--- src/rtl/disp_arbiter.sv ---
// Round-robin arbiter that lets one of three requesters own a 4-digit
// seven-segment display for at least HOLD_CYC cycles before handing over.
module disp_arbiter #(
    parameter int HOLD_CYC = 50_000_000,
    parameter int LZB      = 1
) (
    input  logic        clk,
    input  logic        clr_n,
    input  logic [2:0]  req,
    input  logic [15:0] val0,
    input  logic [15:0] val1,
    input  logic [15:0] val2,
    output logic [15:0] x,
    output logic [3:0]  aen,
    output logic [2:0]  gnt,
    output logic        busy
);

    typedef enum logic [1:0] {
        IDLE   = 2'd0,
        SHOW   = 2'd1,
        SWITCH = 2'd2
    } state_t;

    localparam logic [25:0] HOLD_LOAD = 26'(HOLD_CYC - 1);

    state_t      state, state_nxt;
    logic [15:0] x_nxt;
    logic [3:0]  aen_nxt;
    logic [2:0]  gnt_nxt;
    logic [25:0] hold_cnt, hold_nxt;
    logic [1:0]  last, last_nxt;

    logic [1:0]  cand0, cand1, cand2, pick;
    logic [2:0]  pick_onehot;
    logic [15:0] shown;
    logic        granted_req, others_req;

    function automatic logic [1:0] rr_next(input logic [1:0] idx);
        case (idx)
            2'd0:    rr_next = 2'd1;
            2'd1:    rr_next = 2'd2;
            default: rr_next = 2'd0;
        endcase
    endfunction

    function automatic logic req_bit(input logic [2:0] r, input logic [1:0] idx);
        case (idx)
            2'd0:    req_bit = r[0];
            2'd1:    req_bit = r[1];
            2'd2:    req_bit = r[2];
            default: req_bit = 1'b0;
        endcase
    endfunction

    // A digit stays lit once it or any more significant digit is nonzero.
    function automatic logic [3:0] digit_enables(input logic [15:0] v);
        logic [3:0] en;
        if (LZB != 0) begin
            en[3] = |v[15:12];
            en[2] = en[3] | (|v[11:8]);
            en[1] = en[2] | (|v[7:4]);
            en[0] = 1'b1;
        end else begin
            en = 4'hF;
        end
        return en;
    endfunction

    always_comb begin
        cand0 = rr_next(last);
        cand1 = rr_next(cand0);
        cand2 = rr_next(cand1);
        if (req_bit(req, cand0))
            pick = cand0;
        else if (req_bit(req, cand1))
            pick = cand1;
        else
            pick = cand2;
        pick_onehot = 3'b001 << pick;
    end

    always_comb begin
        case (gnt)
            3'b010:  shown = val1;
            3'b100:  shown = val2;
            default: shown = val0;
        endcase
        granted_req = |(req & gnt);
        others_req  = |(req & ~gnt);
    end

    // Next-state and next-output decode; every register gets its next value here.
    always_comb begin
        state_nxt = state;
        x_nxt     = x;
        aen_nxt   = aen;
        gnt_nxt   = gnt;
        hold_nxt  = hold_cnt;
        last_nxt  = last;
        unique case (state)
            IDLE: begin
                x_nxt   = 16'h0000;
                aen_nxt = 4'b0000;
                gnt_nxt = 3'b000;
                if (req != 3'b000) begin
                    state_nxt = SHOW;
                    gnt_nxt   = pick_onehot;
                    hold_nxt  = HOLD_LOAD;
                    last_nxt  = pick;
                end
            end
            SHOW: begin
                x_nxt    = shown;
                aen_nxt  = digit_enables(shown);
                hold_nxt = (hold_cnt != 26'd0) ? hold_cnt - 26'd1 : 26'd0;
                if (!granted_req || (hold_cnt == 26'd0 && others_req)) begin
                    aen_nxt = 4'b0000;
                    gnt_nxt = 3'b000;
                    if (others_req) begin
                        state_nxt = SWITCH;
                    end else begin
                        state_nxt = IDLE;
                        x_nxt     = 16'h0000;
                    end
                end
            end
            SWITCH: begin
                aen_nxt = 4'b0000;
                if (req == 3'b000) begin
                    state_nxt = IDLE;
                    x_nxt     = 16'h0000;
                    gnt_nxt   = 3'b000;
                end else begin
                    state_nxt = SHOW;
                    gnt_nxt   = pick_onehot;
                    hold_nxt  = HOLD_LOAD;
                    last_nxt  = pick;
                end
            end
            default: begin
                state_nxt = IDLE;
                x_nxt     = 16'h0000;
                aen_nxt   = 4'b0000;
                gnt_nxt   = 3'b000;
            end
        endcase
    end

    // last resets to 2 so that requester 0 is first in line after reset.
    always_ff @(posedge clk) begin
        if (!clr_n) begin
            state    <= IDLE;
            x        <= 16'h0000;
            aen      <= 4'b0000;
            gnt      <= 3'b000;
            hold_cnt <= 26'd0;
            last     <= 2'd2;
        end else begin
            state    <= state_nxt;
            x        <= x_nxt;
            aen      <= aen_nxt;
            gnt      <= gnt_nxt;
            hold_cnt <= hold_nxt;
            last     <= last_nxt;
        end
    end

    assign busy = (state != IDLE);

endmodule

--- config.mk ---
export PLATFORM = sky130hd
export DESIGN_NAME = disp_arbiter
export DESIGN_NICKNAME = d
export VERILOG_FILES = /design/src/rtl/disp_arbiter.sv
export SDC_FILE = /design/constraint.sdc
export NUM_CORES = 1
export LEC_CHECK = 0
export CAP_MARGIN = 15
export CORE_ASPECT_RATIO = 1.1
export CORE_MARGIN = 3
export CORE_UTILIZATION = 39
export DETAILED_ROUTE_END_ITERATION = 10
export PLACE_DENSITY = 0.78
export SKIP_CTS_REPAIR_TIMING = 1
export SLEW_MARGIN = 30
export SYNTH_ARGS = -nofsm -noshare
export SYNTH_HDL_FRONTEND = slang
export SYNTH_SLANG_ARGS = --single-unit
--- constraint.sdc ---
create_clock -name clk -period 2.9 [get_ports clk]
set_input_delay 0.435 -clock clk [delete_from_list [all_inputs] [get_ports clk]]
set_output_delay 0.435 -clock clk [all_outputs]
set_load 0.02 [all_outputs]
-- Yosys cells after proc, flatten, opt, wreduce, memory -nomap -nowiden
Cells that the tools add are included.
Widths: inputs -> output; s select.
- latch bits: 0
- bits in registers: 53
- input bits: 53
- memories: 0
- ROM bits: 0
- word-level logic and storage cells: 83
- output and inout bits: 24
- RAM bits: 0
- reduce and logical (&&, ||, !) cells: 24
- bitwise operators: 7
- magnitude comparators: 0
- add/subtract/negate cells: 1
- muxes and demuxes: 30
- shift-type cells: 1
- multiply operators: 0
- equality and inequality tests: 13
- divide/modulo/power cells: 0
- operator list (operator ; count):
    $mux 26 ; 3
    $pmux 26 s3 ; 1
    $pmux 16 s2 ; 2
    $mux 16 ; 3
    $logic_not 26->1 ; 1
    $reduce_bool 26->1 ; 1
    $sub 26x1->26 const B ; 1
    $pmux 2 s2 ; 4
    $mux 2 ; 7
    $reduce_or 4->1 ; 3
    $mux 3 ; 3
    $pmux 3 s3 ; 1
    $reduce_or 3->1 ; 3
    $eq 2x1->1 const B ; 4
    $logic_not 2->1 ; 4
    $ne 2x2->1 const B ; 4
    $and 3x3->3 ; 2
    $eq 2x2->1 const B ; 3
    $pmux 1 s3 ; 2
    $pmux 2 s3 ; 1
    $reduce_and 3->1 ; 2
    $reduce_bool 3->1 ; 2
    $reduce_and 2->1 ; 2
    $reduce_bool 2->1 ; 2
    other kinds (11) ; 15

-- Depth between registers and ports, before layout
Gate-level depths: netlist (run 1).
- word-level depth: 12
- gate-level depth with buffers: 9

-- Worst setup path after synthesis (run 1)
Ideal clock, no wire load.
- path type: register -> register
- from: reg hold_cnt[7]
- to: reg hold_cnt[25]
- setup slack: 0.085 ns
- path buffers: 1
- clock period less this slack: 2.815 ns
- data required time: 2.825 ns
- stages on the path, launching flop included: 8
- library setup time: 0.075 ns
- arrival: 2.740 ns
- path through: dfxtp_1 -> or4_4 -> or4_1 -> buf_2 -> or3_4 -> or4_1 -> or4_1 -> a31oi_1
- longest elaborated chain between the ends: 3
- RTL lines (item ; line ; text):
    start: declaration ; 31 ; logic [25:0] hold_cnt, hold_nxt;
    start signal: assignment ; 164 ; hold_cnt <= hold_nxt;
    $sub 26x1->26 or $reduce_bool 26->1 (tied branches) ; 116 ; hold_nxt = (hold_cnt != 26'd0) ? hold_cnt - 26'd1 : 26'd0;
    $mux 26 * ; 116 ;
    $pmux 26 s3 * ; 101 ; unique case (state)
Mark *: on every way between the ends. The rest lies on a longest branch, timed or not.
A chain may end at the register's enable or synchronous reset.

-- Final worst setup path (run 1)
Same ends and word-level chain as after synthesis.

==> impl_metrics.csv, run 1 <==
group,metric,value,unit
run,cap_violations,0,
drt,drtAntennaViolNets,0,
placed_design,io_buffers,76,
logic_synthesis,ys_ff_latch,53,
drt,met3WireLength,778,um
die,die_x,87.82,um
logic_synthesis,syn_area,2872,um^2
clocking,clk-insertion-delay-late,0.31,ns
drt,wl_per_cell,16.31,um
drt,drtIter0Drc,161,
drt,via_per_inst,5.996,
layout,drive_gt1_frac,0.08559,
layout,area.growth.synth_to_final,35.47,%
layout,final_area,3890,um^2
layout,antenna_cells,0,
worst_setup_path,crit_slowest_cell,"or4_4",
die,io_pins,77,
logic_synthesis,yosys-top-cells-area,"dfxtp_1, a21oi_1, nor2_1, o21ai_0, o22ai_1",
worst_setup_path,start_kind,"flip-flop",
sta,min_period_over_period,0.9633,
sta,slew_violations,0,
global_routing,grtUsageTotal,0.2009,
die,rows,32,
layout,instances_no_fill,529,
worst_setup_path,critPathKind,"flip-flop to flip-flop",
logic_synthesis,ys_async_sr_fraction,0,
placed_design,gp_congestion,0.8743,
layout,nets,497,
placed_design,dp_cells,521,
clocking,clockBufferDepth,2,
die,core,7087,um^2
sta,fmax,358.0,MHz
global_routing,grt_pass1_vias,2837,
drt,dr_wl_met2,3.966,mm
global_routing,antenna_found_initial,0,
sta,relSlewSlack,0.4007,
logic_synthesis,yosys_warnings,0,
die,start_util,0.4052,
layout,final_util,0.5489,
worst_setup_path,cp_cell_sequence,"or4_4, or4_4, or3_4, or4_1, or4_1, a31oi_1",
worst_setup_path,cp.required,3.14,ns
drt,routed.top_layer,"met4",
clocking,tritoncts,"yes",
worst_setup_path,ff2ff_setup_slack,0.11,ns
clocking,cts_htree_levels,2,
global_routing,grt_max_degree,44,
drt,drtPass1Iterations,5,
die,fp.dieH,96.00,um
sta,rsz0062_at_grt,"false",
sta,totalNegativeSetupSlack,0,ns
worst_setup_path,reg2reg_to,"hold_cnt[25]$_SDFFE_PN0P_",
worst_setup_path,cp-end-kind,"flip-flop",
hold_path,hold_class,"flip-flop to flip-flop",
drt,drt-met1-wl,3.746,mm
logic_synthesis,synth_edf_count,0,
worst_setup_path,slowest_delay,0.56,ns
pwr,p_leak,1.345,nW
drt,drcViolationCount,0,
placed_design,dpl.hpwl,6.115,mm
drt,drt_wl_total,8.630,mm
hold_path,holdPathStages,2,
placed_design,dpl_cell_area,3760,um^2
logic_synthesis,synth_top_area_frac,0.3695,
logic_synthesis,syn_area_per_cell,7.719,um^2
clocking,cts.clk_slew.worst_paths,0.10,ns
logic_synthesis,yosysTopAreaCell,"dfxtp_1",
worst_setup_path,crit_arrival,3.04,ns
clocking,cts_root_buffer,"clkbuf_8",
hold_path,hp-start,"x[2]$_SDFFE_PN0N_",
logic_synthesis,ys_types,51,
hold_path,hold_path_end,"x[2]$_SDFFE_PN0N_",
die,die_area,8430,um^2
drt,num_vias,3172,
sta,min_period,2.794,ns
worst_setup_path,rr_worst_depth,6,
sta,worst_pin_slew,0.8957,ns
sta,setup_violations,0,
worst_setup_path,path_delay_family,"simple AND/OR/NAND/NOR gates",
sta,final_hold_viol_count,0,
global_routing,grt_overflow,0,
global_routing,grt_pass1_wl,13.85,mm
worst_setup_path,timing.rr.start,"hold_cnt[7]$_SDFFE_PN0P_",
sta,skew,0.008399,ns
worst_setup_path,cp_num_buf_inv,0,
pwr,power.density,487.1,nW/um^2
outcome,status,"completed",
logic_synthesis,synth_nets,426,
pwr,max-vdd-ir-drop,0.0002983,V
clocking,cts_buffers,5,
logic_synthesis,synthesis.instances,372,
logic_synthesis,synth_seq_area_share,0.3695,
logic_synthesis,ys.flop_type,"dfxtp_1",
worst_setup_path,critical_path_peak_fanout,7,
clocking,cts_sinks,53,
how the worst max path moves through the flow:
| stage | start | end | slack, ns | cells past startpoint |
|---|---|---|---|---|
| final | hold_cnt[7]$_SDFFE_PN0P_ | hold_cnt[25]$_SDFFE_PN0P_ | 0.11 | 6 |
| after global routing | hold_cnt[7]$_SDFFE_PN0P_ | hold_cnt[25]$_SDFFE_PN0P_ | 0.00006 | 6 |
| after CTS | hold_cnt[7]$_SDFFE_PN0P_ | hold_cnt[25]$_SDFFE_PN0P_ | 0.07 | 6 |
| after detailed placement | hold_cnt[7]$_SDFFE_PN0P_ | hold_cnt[25]$_SDFFE_PN0P_ | 0.08 | 6 |
| after global placement | hold_cnt[7]$_SDFFE_PN0P_ | hold_cnt[25]$_SDFFE_PN0P_ | 0.12 | 6 |
| after floorplan | hold_cnt[7]$_SDFFE_PN0P_ | hold_cnt[25]$_SDFFE_PN0P_ | 0.09 | 7 |
metal layers:
metal  track usage  up-vias
met2        0.3329      127
met1        0.2649     1465
met3       0.03682       12
met5             0        -
met4       0.06010        0
li1              -     1568
power breakdown:
part,total [W],internal (W),switching (W)
logic,0.000540,0.000247,0.000293
clock network,0.000530,0.000281,0.000249
registers,0.000825,0.000780,0.0000449
synthesized netlist by cell type, drive strengths merged, types with 8 or more instances:
master   n
dfxtp   53
nand2b   8
nand3    8
a32oi    8
o21ai   24
o22ai   18
nor2    46
o22a    10
clkbuf  29
o221ai  10
nor3    22
nand2   13
a21oi   39
worst register-to-register path, cell delays in order, from the launching register on:
cell and delay [ns]:
dfxtp_2 0.36, or4_4 0.56, or4_4 0.43, or3_4 0.41
or4_1 0.43, or4_1 0.41, a31oi_1 0.13
area by class of cell:
| cell class | count | area (um^2) |
|---|---|---|
| clock buffers | 6 | 82.58 |
| clock inverters | 2 | 37.54 |
| fillers | 644 | 3197 |
| inverters | 7 | 26.28 |
| multi-input cells | 282 | 1679 |
| flip-flops and latches | 53 | 1062 |
| well taps | 85 | 106.4 |
| repair buffers | 94 | 895.9 |
per-stage QoR:
stage	total power, W	hold slack, ns	worst slack (ns)
6_report	0.001895	0.5002	0.1064
5_1_grt	0.001996	0.5350	0.00006017
4_1_cts	0.001897	0.5073	0.07414
3_5_place_dp	0.001373	0.4877	0.07707
3_3_place_gp	0.001361	0.4675	0.1217
2_1_floorplan	0.001153	0.4634	0.08516
logic make-up after synthesis:
group | Yosys count | share of synthesized area
AOI/OAI and AO/OA | 142 | 0.3259
and+or+nand+nor | 138 | 0.2484
DFF | 53 | 0.3695
buffers and inverters | 37 | 0.04880
xor gates and xnor gates | 1 | 0.003051
adders and majority gates | 1 | 0.004357
registers in the layout, indices dropped and copies added, names as in the netlist:
name      count
state         2
gnt           3
hold_cnt     26
x            16
last          2
aen           4
layout by cell type (no fill, tap or decap), types with 2 or more instances in the layout:
master	instances
nand3b_1	2
nand4_1	4
a22oi_1	7
nor3_1	21
a31oi_1	7
o41ai_1	2
or3_1	3
or2_2	4
or4_4	2
nor2_1	46
nand2b_1	8
a32oi_1	8
o31ai_1	4
nor2b_1	7
nor3b_1	2
o21ai_0	24
clkdlybuf4s50_1	76
and2_1	2
o221ai_1	10
inv_1	6
nand2_1	13
dfxtp_1	52
clkbuf_8	6
a21oi_1	39
o22a_1	10
nor4_1	4
or4_1	4
buf_4	18
nand4b_1	2
nand3_1	8
o22ai_1	18
(Power assumes the default switching activity.)
==> run 2: changes to the inputs <==
--- a/config.mk
+++ b/config.mk
@@ -11,7 +11,6 @@
 export CORE_UTILIZATION = 39
 export DETAILED_ROUTE_END_ITERATION = 10
 export PLACE_DENSITY = 0.78
-export SKIP_CTS_REPAIR_TIMING = 1
 export SLEW_MARGIN = 30
 export SYNTH_ARGS = -nofsm -noshare
 export SYNTH_HDL_FRONTEND = slang
==> results of run 2 <==
No change in the layout: final DEF, timing and power equal those of run 1.
